==> src/rtl/cheshire_io_mux.sv <==
// Run-time pad multiplexer with glitch-safe function switching.
// Pad inputs are synchronised; pad outputs and enables are registered.
module cheshire_io_mux #(
   parameter int unsigned         NumPads     = 32,
   parameter int unsigned         NumFuncs    = 4,
   parameter int unsigned         GuardCycles = 4,
   parameter int unsigned         SyncStages  = 2,
   parameter logic [NumFuncs-1:0] FuncIdleIn  = '0,
   localparam int unsigned FuncW = (NumFuncs > 1) ? $clog2(NumFuncs) : 1,
   localparam int unsigned PadW  = (NumPads > 1) ? $clog2(NumPads) : 1
) (
   input  logic                               clk_i,
   input  logic                               rst_i,
   input  logic                               cfg_valid_i,
   output logic                               cfg_ready_o,
   input  logic [PadW-1:0]                    cfg_pad_i,
   input  logic [FuncW-1:0]                   cfg_func_i,
   output logic                               cfg_err_o,
   output logic                               busy_o,
   output logic [NumPads-1:0][FuncW-1:0]      sel_o,
   input  logic [NumPads-1:0]                 pad_i,
   output logic [NumPads-1:0]                 pad_o,
   output logic [NumPads-1:0]                 pad_oe_o,
   input  logic [NumFuncs-1:0][NumPads-1:0]   func_o_i,
   input  logic [NumFuncs-1:0][NumPads-1:0]   func_oe_i,
   output logic [NumFuncs-1:0][NumPads-1:0]   func_in_o
);

   typedef enum logic {IDLE, GUARD} state_e;

   state_e                              state_q, state_d;
   logic [7:0]                          cnt_q, cnt_d;
   logic [PadW-1:0]                     tgt_pad_q, tgt_pad_d;
   logic [FuncW-1:0]                    tgt_func_q, tgt_func_d;
   logic [NumPads-1:0][FuncW-1:0]       sel_q, sel_d;
   logic                                err_q, err_d;
   logic [NumPads-1:0]                  pad_q, pad_d;
   logic [NumPads-1:0]                  oe_q, oe_d;
   logic [SyncStages-1:0][NumPads-1:0]  sync_q, sync_d;

   logic [NumPads-1:0]                  mask;
   logic [NumPads-1:0]                  pad_sync;
   logic [FuncW-1:0]                    cur_sel;
   logic                                req_bad;

   assign pad_sync = sync_q[SyncStages-1];

   always_comb begin
      cur_sel = '0;
      for (int p = 0; p < NumPads; p++) begin
         if (cfg_pad_i == PadW'(p)) cur_sel = sel_q[p];
      end
   end

   assign req_bad = (32'(cfg_pad_i) >= NumPads) ||
                    (32'(cfg_func_i) >= NumFuncs);

   always_comb begin
      for (int p = 0; p < NumPads; p++) begin
         mask[p] = (state_q == GUARD) && (tgt_pad_q == PadW'(p));
      end
   end

   always_comb begin
      state_d    = state_q;
      cnt_d      = cnt_q;
      tgt_pad_d  = tgt_pad_q;
      tgt_func_d = tgt_func_q;
      sel_d      = sel_q;
      err_d      = 1'b0;
      unique case (state_q)
         IDLE: begin
            if (cfg_valid_i) begin
               if (req_bad) begin
                  err_d = 1'b1;
               end else if (cfg_func_i != cur_sel) begin
                  state_d    = GUARD;
                  cnt_d      = 8'(GuardCycles - 1);
                  tgt_pad_d  = cfg_pad_i;
                  tgt_func_d = cfg_func_i;
               end
            end
         end
         GUARD: begin
            if (cnt_q == '0) begin
               state_d = IDLE;
               for (int p = 0; p < NumPads; p++) begin
                  if (tgt_pad_q == PadW'(p)) sel_d[p] = tgt_func_q;
               end
            end else begin
               cnt_d = cnt_q - 8'd1;
            end
         end
      endcase
   end

   // The guarded pad is parked low and tristated until the new selection lands.
   always_comb begin
      for (int p = 0; p < NumPads; p++) begin
         pad_d[p] = !mask[p] && func_o_i[sel_q[p]][p];
         oe_d[p]  = !mask[p] && func_oe_i[sel_q[p]][p];
      end
   end

   always_comb begin
      sync_d[0] = pad_i;
      for (int s = 1; s < SyncStages; s++) begin
         sync_d[s] = sync_q[s-1];
      end
   end

   always_comb begin
      for (int f = 0; f < NumFuncs; f++) begin
         for (int p = 0; p < NumPads; p++) begin
            if (!mask[p] && (sel_q[p] == FuncW'(f))) begin
               func_in_o[f][p] = pad_sync[p];
            end else begin
               func_in_o[f][p] = FuncIdleIn[f];
            end
         end
      end
   end

   always_ff @(posedge clk_i) begin
      if (rst_i) begin
         state_q    <= IDLE;
         cnt_q      <= '0;
         tgt_pad_q  <= '0;
         tgt_func_q <= '0;
         sel_q      <= '0;
         err_q      <= 1'b0;
         pad_q      <= '0;
         oe_q       <= '0;
         sync_q     <= '0;
      end else begin
         state_q    <= state_d;
         cnt_q      <= cnt_d;
         tgt_pad_q  <= tgt_pad_d;
         tgt_func_q <= tgt_func_d;
         sel_q      <= sel_d;
         err_q      <= err_d;
         pad_q      <= pad_d;
         oe_q       <= oe_d;
         sync_q     <= sync_d;
      end
   end

   assign cfg_ready_o = (state_q == IDLE) && !rst_i;
   assign busy_o      = (state_q == GUARD) && !rst_i;
   assign cfg_err_o   = err_q;
   assign sel_o       = sel_q;
   assign pad_o       = pad_q;
   assign pad_oe_o    = oe_q;

endmodule
==> config.mk <==
export PLATFORM = sky130hd
export DESIGN_NAME = cheshire_io_mux
export DESIGN_NICKNAME = d
export VERILOG_FILES = /design/src/rtl/cheshire_io_mux.sv
export SDC_FILE = /design/constraint.sdc
export NUM_CORES = 1
export LEC_CHECK = 0
export CAP_MARGIN = 20
export CELL_PAD_IN_SITES_DETAIL_PLACEMENT = 0
export CELL_PAD_IN_SITES_GLOBAL_PLACEMENT = 1
export CORE_AREA = 5 5 212 214
export DETAILED_ROUTE_END_ITERATION = 16
export DIE_AREA = 0 0 217 219
export PLACE_DENSITY = 0.83
export SLEW_MARGIN = 25
export SYNTH_ARGS = -nofsm -noshare
export SYNTH_HDL_FRONTEND = slang
export SYNTH_SLANG_ARGS = --single-unit
export TNS_END_PERCENT = 1
==> constraint.sdc <==
create_clock -name clk_i -period 4.3 [get_ports clk_i]
set_clock_uncertainty 0.15 [all_clocks]
set_input_delay 1.29 -clock clk_i [delete_from_list [all_inputs] [get_ports clk_i]]
set_output_delay 1.29 -clock clk_i [all_outputs]
set_load 0.05 [all_outputs]
# Word level (Yosys, flattened, before mapping)
# Cells that the tools add are included.
# totals
word_cells	860
regBits	208
out_inout_bits	259
# op_classes
add_sub_neg	1
n_eq_ne	162
n_lt_le_gt_ge	32
muxes	296
bitwise_logic	1
reduce_logical	328
# op_table
op	n
binary-select mux 32 bit (select 2 bit)	64
logical AND 1 bit	226
equality test 5 bit, second input constant	32
two-way mux 1 bit	133
equality test 2 bit, second input constant	64
AND reduction 3 bit	34
less-than comparator 2 x 3 -> 1 bit, second input constant	32
equality test 5 x 4 -> 1 bit, second input constant	16
two-way mux 2 bit	34
equality test 2 x 1 -> 1 bit, second input constant	32
logical NOT 2 bit	32
two-way mux 32 bit	2
two-way mux 31 bit	2
two-way mux 30 bit	2
two-way mux 29 bit	2
two-way mux 28 bit	2
two-way mux 27 bit	2
two-way mux 26 bit	2
two-way mux 25 bit	2
two-way mux 24 bit	2
two-way mux 23 bit	2
two-way mux 22 bit	2
two-way mux 21 bit	2
equality test 5 x 3 -> 1 bit, second input constant	8
29 further kinds	89

# Depth between registers and ports, before layout
# Gate-level depths: netlist (run 1).
# depth
word_depth	37
mapped_depth	13
ltp_nobuf	8

# Worst setup path before layout (run 1)
# Ideal clock, no wire load.
# synth_timing
path_type	input-to-output
start	input port rst_i
end	output port cfg_ready_o
path_stages	4
setup_slack_ps	343
n_path_buf	3
arrival_time_ps	2517
path_cell_list	clkbuf_1 > clkbuf_1 > clkbuf_1 > nor2_1
# synth_via
elab_chain_cells	2
# synth_rtl
element	line_no	source
start, declared	13	input logic rst_i,
logical NOT 1 bit	148	assign cfg_ready_o = (state_q == IDLE) && !rst_i;
logical AND 1 bit	148	
end, declared	15	output logic cfg_ready_o,
# No other way between the ends.

==> results of run 1 <==
-- path summary, 6_finish.rpt --
path	from	end	depth (start not counted)
setup / recovery	tgt_pad_q[1]	func_in_o[123]	4
hold / removal	sync_d[48]	pad_sync[16]	1
setup reg to reg	sel_o[28]	cnt_q[3]	9
hold reg to reg	sync_d[48]	pad_sync[16]	1
-- registers in the layout (all words and copies together) (netlist names) --
name / flops
tgt_pad_q: 5
state_q: 1
tgt_func_q: 2
cnt_q: 8
sync_d: 32
pad_sync: 32
sel_o: 64
pad_o: 32
pad_oe_o: 32
-- placed cells by master, fill, tap and decap left out, drive strengths merged, types with 5 or more instances in the layout --
cell type | synthesis | routed
clkbuf | 83 | 38
nor3 | 43 | 43
nand2 | 161 | 161
and4 | 18 | 18
dlymetal6s2s | 0 | 32
nor3b | 92 | 92
and3 | 16 | 16
nor2b | 91 | 91
dlygate4sd2 | 0 | 30
mux4 | 66 | 66
a2bb2oi | 7 | 7
nand4 | 9 | 9
and2 | 8 | 8
inv | 5 | 5
o21ai | 33 | 33
nand2b | 12 | 12
nor2 | 73 | 73
clkinv | 0 | 9
a21oi | 79 | 79
nand3 | 47 | 47
o211ai | 7 | 7
clkdlybuf4s50 | 0 | 446
nor4 | 9 | 9
dfxtp | 208 | 208
mux2i | 11 | 11
buf | 34 | 99
and3b | 24 | 24
nand3b | 11 | 11
-- metrics by stage --
stage / worst slack, ns / hold WS [ns] / power, mW
after floorplan: 0.343 / 0.264 / 2.69
after global placement: -0.188 / 0.266 / 3.23
after detailed placement: -0.223 / 0.272 / 3.25
after CTS: -0.0167 / 0.286 / 5.40
after global routing: -0.00966 / 0.298 / 5.55
final: 0.114 / 0.273 / 5.33
-- worst register-to-register path, delay by kind of cell, from the launching register on --
family          cells  cell delay, ns
flops               1            0.43
mux                 1            0.48
simple gates        3            0.84
buf+inv             1            0.22
compound gates      4            0.92
-- synth_stat cells (12+ instances only) --
cell type / number
sky130_fd_sc_hd__a21oi_1: 79
sky130_fd_sc_hd__nor2_1: 73
sky130_fd_sc_hd__and3_1: 16
sky130_fd_sc_hd__o21ai_0: 32
sky130_fd_sc_hd__nor3_1: 42
sky130_fd_sc_hd__nand2_1: 161
sky130_fd_sc_hd__nor2b_1: 91
sky130_fd_sc_hd__and4_1: 18
sky130_fd_sc_hd__clkbuf_1: 80
sky130_fd_sc_hd__dfxtp_1: 208
sky130_fd_sc_hd__nand3_1: 47
sky130_fd_sc_hd__and3b_1: 24
sky130_fd_sc_hd__mux4_2: 65
sky130_fd_sc_hd__nor3b_1: 92
sky130_fd_sc_hd__nand2b_1: 12
-- area by class of cell --
| cell class | instances | area, um^2 | share of cell area, % |
|---|---|---|---|
| Multi-Input combinational cell | 874 | 6210 | 34.9 |
| Timing Repair Buffer | 608 | 5890 | 33.1 |
| Sequential cell | 208 | 4170 | 23.4 |
| Clock buffer | 37 | 762 | 4.28 |
| Tap cell | 546 | 683 | 3.84 |
| Clock inverter | 9 | 63.8 | 0.359 |
| Inverter | 5 | 18.8 | 0.105 |
-- layer usage --
layer / wire length [um] / track usage (%) / vias up
met3: 3250 / 4.57 / 54
met5: 34 / 0 / -
met1: 20400 / 23.5 / 5408
li1: - / - / 5337
met2: 24500 / 34.7 / 399
met4: 883 / 3.62 / 6
-- what timing repair did --
item	in CTS	in global routing
pin swaps	0	0
gates cloned	0	0
gates resized for setup	35	37
endpoints found under the setup margin	48	41
-- power groups by stage --
stage	Clock [mW]	Combinational, mW	Sequential, mW
floorplan	0	0.487	2.21
global placement	0	1.10	2.13
detailed placement	0	1.11	2.14
CTS	2.19	1.12	2.10
global route	2.26	1.18	2.11
finish	2.12	1.11	2.10
-- cell families after synthesis --
logic type                 after synthesis
other                                    1
buffers and inverters                  122
AOI/OAI and AO/OA                      155
adders and majority gates                2
DFF                                    208
and+or+nand+nor                        630
muxes                                   81
xor gates and xnor gates                 5
==> PnR_summary.wiki, run 1 <==
{| class="wikitable"
! Metric !! Value
|-
| Status || completed
|-
| H-Tree Level Count || 1
|-
| Fraction of layout instances using a drive strength above 1 || 13.2%
|-
| Area of the core || 0.0427 mm^2
|-
| Syn-to-layout area delta || 63.1%
|-
| Hold-fix buffer count after cts || 0
|-
| Crit path required time || 2.86 ns
|-
| Main combinational cell family by area after synthesis || simple AND/OR/NAND/NOR gates
|-
| Final cell area excluding filler cells || 0.0178 mm^2
|-
| Internal power || ~3.8 mW
|-
| Vias after detailed routing || 11200
|-
| Compound-gate portion of the synthesized area || approximately 8.6%
|-
| Number of buffers on the longest clock path || 3
|-
| Starting DRT DRC Count || 642
|-
| Core utilization of the finished layout || 41.7%
|-
| Row cnt || between 70 and 80
|-
| Clock period minus final worst setup slack || 4.19 ns
|-
| Synth Area in XOR/XNOR || 0.401%
|-
| Placed Instance Area || around 0.017 mm^2
|-
| Chip height || 219 um
|-
| Fin. Hold Viols || 0
|-
| Register bit total from synthesis || 208
|-
| GPL Wtd Cong || 0.874
|-
| Top cell type by total area after synthesis || sky130_fd_sc_hd__dfxtp_1
|-
| Slack of the worst reg-to-reg path || 1.11 ns
|-
| Overall routing resource usage || 19.2%
|-
| Antenna Nets Post-Route || 0
|-
| Adder-cell share of the synthesized area || less than 1%
|-
| Initial core utilization || 25.5%
|-
| Synth cell types || 70
|-
| Buffering stage count on the worst path with inverters included || 1
|-
| Setup TNS after final layout || 0 ns
|-
| Count of fill cells added during filler insertion || 4200
|-
| Clk pwr share || 39.7%
|-
| Unrepaired setup endpoints after global routing || true
|-
| Arrival time reported for the critical path endpoint || between 2 and 3 ns
|-
| Pin count of the biggest net entering global routing || 216
|-
| Final setup fails || 0
|-
| Worst setup path category || register to primary output
|-
| Wire length of the first global-routing pass || 71100 um
|-
| Cell Area, Synth || 0.0109 mm^2
|-
| Vias per Instance || 4.90
|-
| Fraction of power consumed by sequential logic || between 30% and 40%
|-
| Most instantiated flip-flop cell in the synthesis netlist || sky130_fd_sc_hd__dfxtp_1
|-
| Overflow left after global routing || 0
|-
| Maximum vdd drop || 0.000200 V
|-
| Proportion of power drawn by combinational gates || 20.9%
|-
| Top Ports || 557
|-
| Antenna diode count || 0
|-
| Ordered list of cells on the worst path || and2_0, nand2_1, and4_1, clkdlybuf4s50_1
|-
| Sequential element share of the synthesized area || 38.2%
|-
| Total leakage power || between 7 and 8 nW
|-
| Crit. End Element || primary output
|-
| Hold/Removal Path Class || register to register
|-
| Synthesized net count || 1504
|-
| Yosys top cell area share || 38.2%
|-
| Nets || just over 2000
|-
| Initial antenna violation count || 4
|-
| Number of cells in the finished layout apart from fillers || 2287
|-
| Worst-margin pin slew || 0.972 ns
|-
| Syn Area/Cell || 9.06 um^2
|-
| Synthesized-area fraction occupied by and/or/nand/nor cells || roughly 32%
|-
| DR pass1 iterations || 4
|-
| Switching power || 1.57 mW
|-
| Area of the die || 0.0475 mm^2
|-
| Switching portion of total power || slightly below 30%
|-
| Crit-path max cell delay || 0.72 ns
|-
| Number of clock sinks || 208
|-
| Clock latency on the worst-skew pair || 0.55 ns
|-
| Clock transition at the registers of the reported paths || 0.06 ns
|-
| Count of buffers from port buffering || around 560
|-
| Half-perimeter wire length of the detailed placement result || between 30000 and 40000 um
|-
| Number of standard cells after synthesis || 1204
|-
| Placed insts || 2241
|-
| Largest fanout of any net on the critical path || 9
|-
| Total clock buffers created by CTS || 26
|-
| Post-route DRC violation count || 0
|-
| CP Launch Type || register
|-
| Share of the clock period used by the worst path || 97.3%
|-
| Width of the die || roughly 220 um
|-
| Power density relative to cell area || 299 mW/mm^2
|-
| Mux contribution to synthesized area || 15.1%
|-
| Post-DR wirelength/cell || ~21 um
|-
| Worst relative slew slack || a little over a third
|-
| Number of max-cap violations || 0
|-
| Clock root buffer || sky130_fd_sc_hd__clkbuf_16
|-
| Area contributors post-synth || sky130_fd_sc_hd__dfxtp_1, sky130_fd_sc_hd__mux4_2, sky130_fd_sc_hd__nor3b_1
|-
| Total Wirelength || 49000 um
|-
| Synth Warn # || 0
|-
| Max-slew violations || 0
|-
| Highest clock frequency the design can meet || 239 MHz
|-
| Postcts setup bufs || 0
|-
| Async set-or-reset flop fraction in the synthesized netlist || 0%
|-
| Cell family contributing the most delay on the critical path || simple AND/OR/NAND/NOR gates
|-
| Slowest CP cell || sky130_fd_sc_hd__clkdlybuf4s50_1
|-
| Vias in the first global route || 11500
|-
| Count of flip-flops with a built-in enable after synthesis || 0
|-
| TritonCTS clock tree || yes
|}
Power figures use the tool's default switching activity.
==> inputs of run 2 (changes only) <==
--- a/config.mk
+++ b/config.mk
@@ -11,6 +11,7 @@
 export CORE_AREA = 5 5 212 214
 export DETAILED_ROUTE_END_ITERATION = 16
 export DIE_AREA = 0 0 217 219
+export GPL_TIMING_DRIVEN = 0
 export PLACE_DENSITY = 0.83
 export SLEW_MARGIN = 25
 export SYNTH_ARGS = -nofsm -noshare
==> run 2 against run 1 <==
  * The run now ends with negative setup slack left
  * Total power is 4.5% higher
  * Final cell count is 2.6% higher
  * Largest cell class unchanged
  * Sequential cell count unchanged
  * Non-clock buffer count rose by 61
  * Worst hold slack improved by 0.0087 ns
  * Critical path type unchanged
  * Via count grew 5.8%
  * Highest routed layer unchanged
  * Largest power group unchanged
  * Fmax shrank 3.9%
  * Critical path depth rose by 2
==> PnR_summary.wiki, run 2 (synthesis results as in run 1) <==
{| class="wikitable"
! Metric !! Value
|-
| Slack of the worst reg-to-reg path || 1.09 ns (-0.02 ns)
|-
| Highest clock frequency the design can meet || 230 MHz (-3.9%)
|-
| Minimum hold slack || 0.282 ns (+0.00874 ns)
|-
| Total clock buffers created by CTS || 27 (+3.8%)
|-
| Antenna diode count || 0 (unchanged)
|-
| Chip height || 219 um (unchanged)
|-
| Worst setup path category || register to primary output
|-
| Clock latency on the worst-skew pair || 0.55 ns (about the same)
|-
| Pin count of the biggest net entering global routing || 13 (-94%)
|-
| Initial core utilization || 25.5% (unchanged)
|-
| Setup WS post-layout || -0.0539 ns (-0.168 ns)
|-
| R2r worst-path depth || 9 (unchanged)
|-
| Vias after detailed routing || 11900 (+5.8%)
|-
| Total leakage power || 7.28 nW (+2.8%)
|-
| Most frequent standard cell in the layout excluding fill and tap cells || sky130_fd_sc_hd__clkdlybuf4s50_1
|-
| Share of the clock period used by the worst path || 101% (+3.9 points)
|-
| Initial antenna violation count || 4 (unchanged)
|-
| Startpoint of the worst-slack reg-to-reg timing path || sel_o[14]
|-
| TritonCTS clock tree || yes
|-
| Fin. Hold Viols || 0 (unchanged)
|-
| Crit. End Element || primary output
|-
| Total Wirelength || 55900 um (+14%)
|-
| Hold path cells || 1 (unchanged)
|-
| Clock period minus final worst setup slack || 4.35 ns (+0.168 ns)
|-
| Overflow left after global routing || 0 (unchanged)
|-
| GPL Wtd Cong || 0.922 (+5.4%)
|-
| Leading cell types in the layout, fill and taps excluded || sky130_fd_sc_hd__clkdlybuf4s50_1, sky130_fd_sc_hd__dfxtp_1, sky130_fd_sc_hd__nand2_1
|-
| DR pass1 iterations || 5 (+1)
|-
| CP Launch Type || register
|-
| Destination of the worst hold path || pad_sync[20]
|-
| Nets || 2085 (+3.1%)
|-
| Wire length of the first global-routing pass || 78800 um (+11%)
|-
| Max FFs per register || 64 (unchanged)
|-
| Final setup fails || 1 (+1)
|-
| Failing checks || negative setup slack
|-
| Post-route DRC violation count || 0 (unchanged)
|-
| Setup TNS after final layout || -0.0539 ns (-0.0539 ns)
|-
| Width of the die || 217 um (unchanged)
|-
| Area of the core || 0.0427 mm^2 (unchanged)
|-
| Post-DR wirelength/cell || 23.8 um (+11%)
|-
| Clock transition at the registers of the reported paths || 0.06 ns (about the same)
|-
| Worst relative slew slack || 29.7% (-5.5 points)
|-
| Arrival time reported for the critical path endpoint || 2.91 ns (+0.16 ns)
|-
| Maximum vdd drop || 0.000192 V (-4.1%)
|-
| Worst-margin pin slew || 1.05 ns (+0.0825 ns)
|-
| Max-slew violations || 0 (unchanged)
|-
| Vias per Instance || 5.05 (+3.1%)
|-
| Postcts setup bufs || 0 (unchanged)
|-
| Clock root buffer || sky130_fd_sc_hd__clkbuf_16
|-
| R2R Path End || state_q
|-
| Half-perimeter wire length of the detailed placement result || 44400 um (+17%)
|-
| Unrepaired setup endpoints after global routing || true
|-
| Worst hold path startpoint || sync_d[52]
|-
| Status || finished with violations
|-
| Antenna Nets Post-Route || 0 (unchanged)
|-
| Number of buffers on the longest clock path || 3 (unchanged)
|-
| H-Tree Level Count || 1 (unchanged)
|-
| Fraction of layout instances using a drive strength above 1 || 10.3% (-2.9 points)
|-
| Vias in the first global route || 11900 (+3.3%)
|-
| Top Ports || 557 (unchanged)
|-
| Number of max-cap violations || 0 (unchanged)
|-
| Syn-to-layout area delta || 66.1%
|-
| Overall routing resource usage || 21.9% (+2.7 points)
|-
| Crit path required time || 2.86 ns (about the same)
|-
| Hold/Removal Path Class || register to register
|-
| Area of the die || 0.0475 mm^2 (unchanged)
|-
| Power density relative to cell area || 307 mW/mm^2 (+2.6%)
|-
| Row cnt || 76 (unchanged)
|-
| Count of buffers from port buffering || 553 (-0.36%)
|-
| Starting DRT DRC Count || 769 (+20%)
|-
| Largest fanout of any net on the critical path || 10 (+1)
|-
| Number of clock sinks || 208 (unchanged)
|}
-- run 2: area by class of cell --
class                           count  area [um^2]
Buffer                            116          567
Clock inverter                      8          120
Inverter                            5         18.8
Fill cell                        4220        24600
Tap cell                          546          683
Sequential cell                   208         4170
Clock buffer                       36          749
Multi-Input combinational cell    874         6310
Timing Repair Buffer              553         5510
-- run 2: worst max-delay path by stage --
stage,from,end,cells after the start
after floorplan,rst_i,cfg_ready_o,4
after global placement,rst_i,cfg_ready_o,5
after detailed placement,rst_i,cfg_ready_o,5
after CTS,tgt_pad_q[1],func_in_o[107],5
after global routing,state_q,func_in_o[127],6
final,state_q,func_in_o[127],6
-- run 2: critical path, stage by stage (launching register included) --
cell and delay (ns):
sky130_fd_sc_hd__dfxtp_1 0.38, sky130_fd_sc_hd__clkbuf_2 0.28, sky130_fd_sc_hd__nand4_1 0.37, sky130_fd_sc_hd__nor2_4 0.31, sky130_fd_sc_hd__nor2b_1 0.12, sky130_fd_sc_hd__and3_1 0.20, sky130_fd_sc_hd__clkdlybuf4s50_1 0.70
-- run 2: repair_timing --
action / CTS / global route
hold buffers: 0 / 0
resized for setup: 106 / 90
pin swaps: 0 / 1
setup endpoints to repair: 134 / 87
-- run 2: power by group --
part | switching, mW | internal (mW) | total, mW
Clock | 0.862 | 1.39 | 2.25
Sequential | 0.0427 | 2.01 | 2.05
Combinational | 0.746 | 0.517 | 1.26
-- run 2: layer usage --
layer / vias to the layer above / wire length [um] / GRT usage [%]
met5: - / 46 / 0
met4: 8 / 1550 / 5.96
met3: 79 / 4240 / 5.59
met2: 525 / 26900 / 37.5
met1: 5779 / 23200 / 27.5
li1: 5460 / - / -
-- run 2: through the flow --
step	setup WS (ns)	area (um^2)	utilization, %	power [mW]	cells
final	-0.0539	18100	42.4	5.57	2346
after global routing	-0.199	18100	42.4	5.78	2346
after CTS	-0.259	18000	42.2	5.62	2346
after detailed placement	-1.22	17100	40.1	3.33	2303
after global placement	-1.21	17100	40.1	3.31	2303
after floorplan	0.343	10900	-	2.69	1204
==> inputs of run 3 (changes only) <==
--- a/config.mk
+++ b/config.mk
@@ -5,14 +5,16 @@
 export SDC_FILE = /design/constraint.sdc
 export NUM_CORES = 1
 export LEC_CHECK = 0
+export ABC_AREA = 1
 export CAP_MARGIN = 20
 export CELL_PAD_IN_SITES_DETAIL_PLACEMENT = 0
 export CELL_PAD_IN_SITES_GLOBAL_PLACEMENT = 1
-export CORE_AREA = 5 5 212 214
+export CORE_AREA = 5 5 214 216
 export DETAILED_ROUTE_END_ITERATION = 16
-export DIE_AREA = 0 0 217 219
+export DIE_AREA = 0 0 219 221
 export GPL_TIMING_DRIVEN = 0
-export PLACE_DENSITY = 0.83
+export PLACE_DENSITY = 0.86
+export RECOVER_POWER = 25
 export SLEW_MARGIN = 25
 export SYNTH_ARGS = -nofsm -noshare
 export SYNTH_HDL_FRONTEND = slang
==> run 3 against run 2 <==
  * The flow now finishes without violations
  * Total power shrank 1.1%
  * Highest routed layer is now met4
  * Critical path type is now input pin to primary output
  * Combinational power is essentially flat
  * Critical endpoint is now busy_o
  * Global-route usage grew 1.1 points
  * Largest power group unchanged
  * Non-clock buffer count shrank 21
  * Die area grew 1.8%
  * Final cell count grew 19%
  * Setup slack gained 0.059 ns
==> PnR_summary.wiki, run 3 <==
{| class="wikitable"
! Metric !! Value
|-
| Status || completed
|-
| Critical path origin || rst_i
|-
| Total Wirelength || 59400 um (+6.3%)
|-
| Clock latency on the worst-skew pair || 0.55 ns (about the same)
|-
| Max-slew violations || 0 (unchanged)
|-
| TritonCTS clock tree || yes
|-
| Initial core utilization || 24.2% (-1.4 points)
|-
| Chip height || 221 um (+0.91%)
|-
| Count of fill cells added during filler insertion || 4621 (+9.5%)
|-
| Yosys top cell area share || 39.4% (+1.2 points)
|-
| Post-DR wirelength/cell || 21.2 um (-11%)
|-
| Count of buffers from port buffering || 553 (unchanged)
|-
| Area of the die || 0.0484 mm^2 (+1.8%)
|-
| Area contributors post-synth || sky130_fd_sc_hd__dfxtp_1, sky130_fd_sc_hd__nor2_1, sky130_fd_sc_hd__nand2_1
|-
| Synth Warn # || 0 (unchanged)
|-
| Pin count of the biggest net entering global routing || 20 (+7)
|-
| Sequential element share of the synthesized area || 39.4% (+1.2 points)
|-
| Width of the die || 219 um (+0.92%)
|-
| Vias after detailed routing || 13600 (+15%)
|-
| Proportion of power drawn by combinational gates || 23.0% (+0.3 points)
|-
| Antenna Nets Post-Route || 0 (unchanged)
|-
| Total clock buffers created by CTS || 25 (-7.4%)
|-
| Vias per Instance || 4.85 (-4.0%)
|-
| Worst setup path category || input pin to primary output
|-
| Number of max-cap violations || 0 (unchanged)
|-
| Area of the core || 0.0437 mm^2 (+2.4%)
|-
| Clk pwr share || 39.8% (-0.6 points)
|-
| Count of flip-flops with a built-in enable after synthesis || 0 (unchanged)
|-
| GPL Wtd Cong || 0.908 (-1.5%)
|-
| Most frequent standard cell in the layout excluding fill and tap cells || sky130_fd_sc_hd__clkdlybuf4s50_1
|-
| Setup WS post-layout || 0.00526 ns (+0.0592 ns)
|-
| Slack of the worst reg-to-reg path || 0.79 ns (-0.30 ns)
|-
| Most repeated cell in the gate-level netlist after synthesis || sky130_fd_sc_hd__nor2_1
|-
| Nets || 2484 (+19%)
|-
| Initial antenna violation count || 3 (-1)
|-
| Fin. Hold Viols || 0 (unchanged)
|-
| Synthesized net count || 1899 (+26%)
|-
| Number of buffers on the longest clock path || 3 (unchanged)
|-
| Vias in the first global route || 13300 (+12%)
|-
| Cell Area, Synth || 0.0106 mm^2 (-3.0%)
|-
| Overflow left after global routing || 0 (unchanged)
|-
| CP Launch Type || input pin
|-
| Worst relative slew slack || 13.6% (-16 points)
|-
| Clock period minus final worst setup slack || 4.29 ns (-0.0592 ns)
|-
| Fraction of power consumed by sequential logic || 37.2% (+0.3 points)
|-
| Top cell type by total area after synthesis || sky130_fd_sc_hd__dfxtp_1
|-
| Unrepaired setup endpoints after global routing || true
|-
| Internal power || 3.79 mW (-3.2%)
|-
| Most frequent cells after synthesis || sky130_fd_sc_hd__nor2_1, sky130_fd_sc_hd__nand2_1, sky130_fd_sc_hd__dfxtp_1, sky130_fd_sc_hd__inv_1, sky130_fd_sc_hd__nand3_1
|-
| Share of the clock period used by the worst path || 99.9% (-1.4 points)
|-
| Total leakage power || 7.26 nW (-0.39%)
|-
| Wire length of the first global-routing pass || 84400 um (+7.1%)
|-
| R2R Path End || cnt_q[7]
|-
| Clock root buffer || sky130_fd_sc_hd__clkbuf_16
|-
| H-Tree Level Count || 1 (unchanged)
|-
| Post-route DRC violation count || 0 (unchanged)
|-
| Most instantiated flip-flop cell in the synthesis netlist || sky130_fd_sc_hd__dfxtp_1
|-
| Synth cell types || 34 (-51%)
|-
| Core utilization of the finished layout || 40.9% (-1.6 points)
|-
| Syn-to-layout area delta || 68.9%
|-
| Startpoint of the worst-slack reg-to-reg timing path || sel_o[2]
|-
| Final setup fails || 0 (-1)
|-
| Crit path required time || 2.86 ns (about the same)
|-
| Row cnt || 77 (+1.3%)
|-
| R2r worst-path depth || 31 (+22)
|-
| Starting DRT DRC Count || 903 (+17%)
|-
| Highest clock frequency the design can meet || 233 MHz (+1.4%)
|-
| Fraction of layout instances using a drive strength above 1 || 6.22% (-4.1 points)
|-
| Number of standard cells after synthesis || 1599 (+33%)
|-
| Worst-margin pin slew || 1.30 ns (+0.241 ns)
|-
| Hold-fix buffer count after cts || 0 (unchanged)
|-
| Power density relative to cell area || 308 mW/mm^2 (+0.31%)
|-
| End of the critical path || busy_o
|-
| Clock transition at the registers of the reported paths || 0.06 ns (about the same)
|-
| Hold/Removal Path Class || register to register
|-
| Crit. End Element || primary output
|-
| Max FFs per register || 64 (unchanged)
|-
| Overall routing resource usage || 23.0% (+1.1 points)
|-
| Top Ports || 557 (unchanged)
|-
| Switching power || 1.72 mW (+3.9%)
|-
| Post-Place Worst Slack || -1.50 ns (-0.281 ns)
|-
| Register bit total from synthesis || 208 (unchanged)
|-
| Maximum vdd drop || 0.000191 V (-0.30%)
|-
| Largest fanout of any net on the critical path || 19 (+9)
|-
| Leading cell types in the layout, fill and taps excluded || sky130_fd_sc_hd__clkdlybuf4s50_1, sky130_fd_sc_hd__nor2_1, sky130_fd_sc_hd__dfxtp_1
|-
| DR pass1 iterations || 5 (unchanged)
|-
| Syn Area/Cell || 6.62 um^2 (-27%)
|-
| Arrival time reported for the critical path endpoint || 2.85 ns (-0.06 ns)
|-
| Half-perimeter wire length of the detailed placement result || 47700 um (+7.6%)
|-
| Number of clock sinks || 208 (unchanged)
|-
| Async set-or-reset flop fraction in the synthesized netlist || 0% (unchanged)
|-
| PnR Total Power || 5.51 mW (-1.1%)
|-
| Switching portion of total power || 31.2% (+1.5 points)
|}
run 3: routing by layer:
layer  global-route usage, %  vias to the layer above  share of wire, %
li1                        -                     6476                 -
met1                    28.0                     6413                40
met2                    40.5                      603                49
met3                    4.91                       88               7.8
met4                    6.71                        0               2.9
met5                       0                        -                 0
run 3: worst min path at each step:
stage                from           end  slack (ns)  cells past startpoint
6_report       sync_d[37]   pad_sync[5]        0.25                      2
5_1_grt        sync_d[52]  pad_sync[20]        0.27                      2
4_1_cts        sync_d[61]  pad_sync[29]        0.25                      2
3_5_place_dp   sync_d[48]  pad_sync[16]        0.24                      2
3_3_place_gp   sync_d[57]  pad_sync[25]        0.24                      2
2_1_floorplan  sync_d[32]   pad_sync[0]        0.24                      2
run 3: area by class of cell:
cell class | count | area [um^2] | share of cell area (%)
inverters | 195 | 734 | 4.11
flip-flops and latches | 208 | 4170 | 23.3
plain buffers | 88 | 377 | 2.11
clock inverters | 11 | 119 | 0.665
repair buffers | 560 | 5510 | 30.8
clock buffers | 35 | 723 | 4.05
diodes | 4 | 10.0 | 0.0560
multi-input cells | 1106 | 5490 | 30.7
well taps | 592 | 741 | 4.14
run 3: cell families (layout without fill, tap and decap cells):
family          Yosys count  in the layout  synth area share, %
flops                   208            208                 39.4
fa+ha+maj                 2              2                0.237
simple gates            843            843                 34.0
xor+xnor                  6              6                0.497
buf+inv                 285            889                 10.3
compound gates          254            254                 15.6
other cells               1              5               0.0355
run 3: timing repair:
action,in CTS,in global routing
gates resized for setup,194,72
pin swaps,1,14
setup buffers,1,5
gates cloned,0,0
endpoints found under the setup margin,146,61
run 3: through the flow:
step / TNS (ns) / cells / hold slack, ns / instance area, um^2
after floorplan: 0 / 1599 / 0.238 / 10600
after global placement: -34.90 / 2744 / 0.240 / 16900
after detailed placement: -38.02 / 2745 / 0.244 / 16900
after CTS: -0.0507 / 2790 / 0.253 / 17700
after global routing: -0.893 / 2795 / 0.272 / 17900
final: 0 / 2799 / 0.251 / 17900
run 3: critical path: stages:
cell                              delay (ns)
sky130_fd_sc_hd__dlygate4sd3_1          0.56
sky130_fd_sc_hd__clkbuf_4               0.29
sky130_fd_sc_hd__nor2_1                 0.17
sky130_fd_sc_hd__clkdlybuf4s15_1        0.53
run 3: power groups by stage:
stage | clock (mW) | combinational, mW | sequential [mW]
detailed placement | 0 | 1.24 | 2.09
global placement | 0 | 1.22 | 2.08
global route | 2.31 | 1.33 | 2.06
CTS | 2.23 | 1.24 | 2.05
floorplan | 0 | 0.425 | 2.22
finish | 2.19 | 1.27 | 2.05
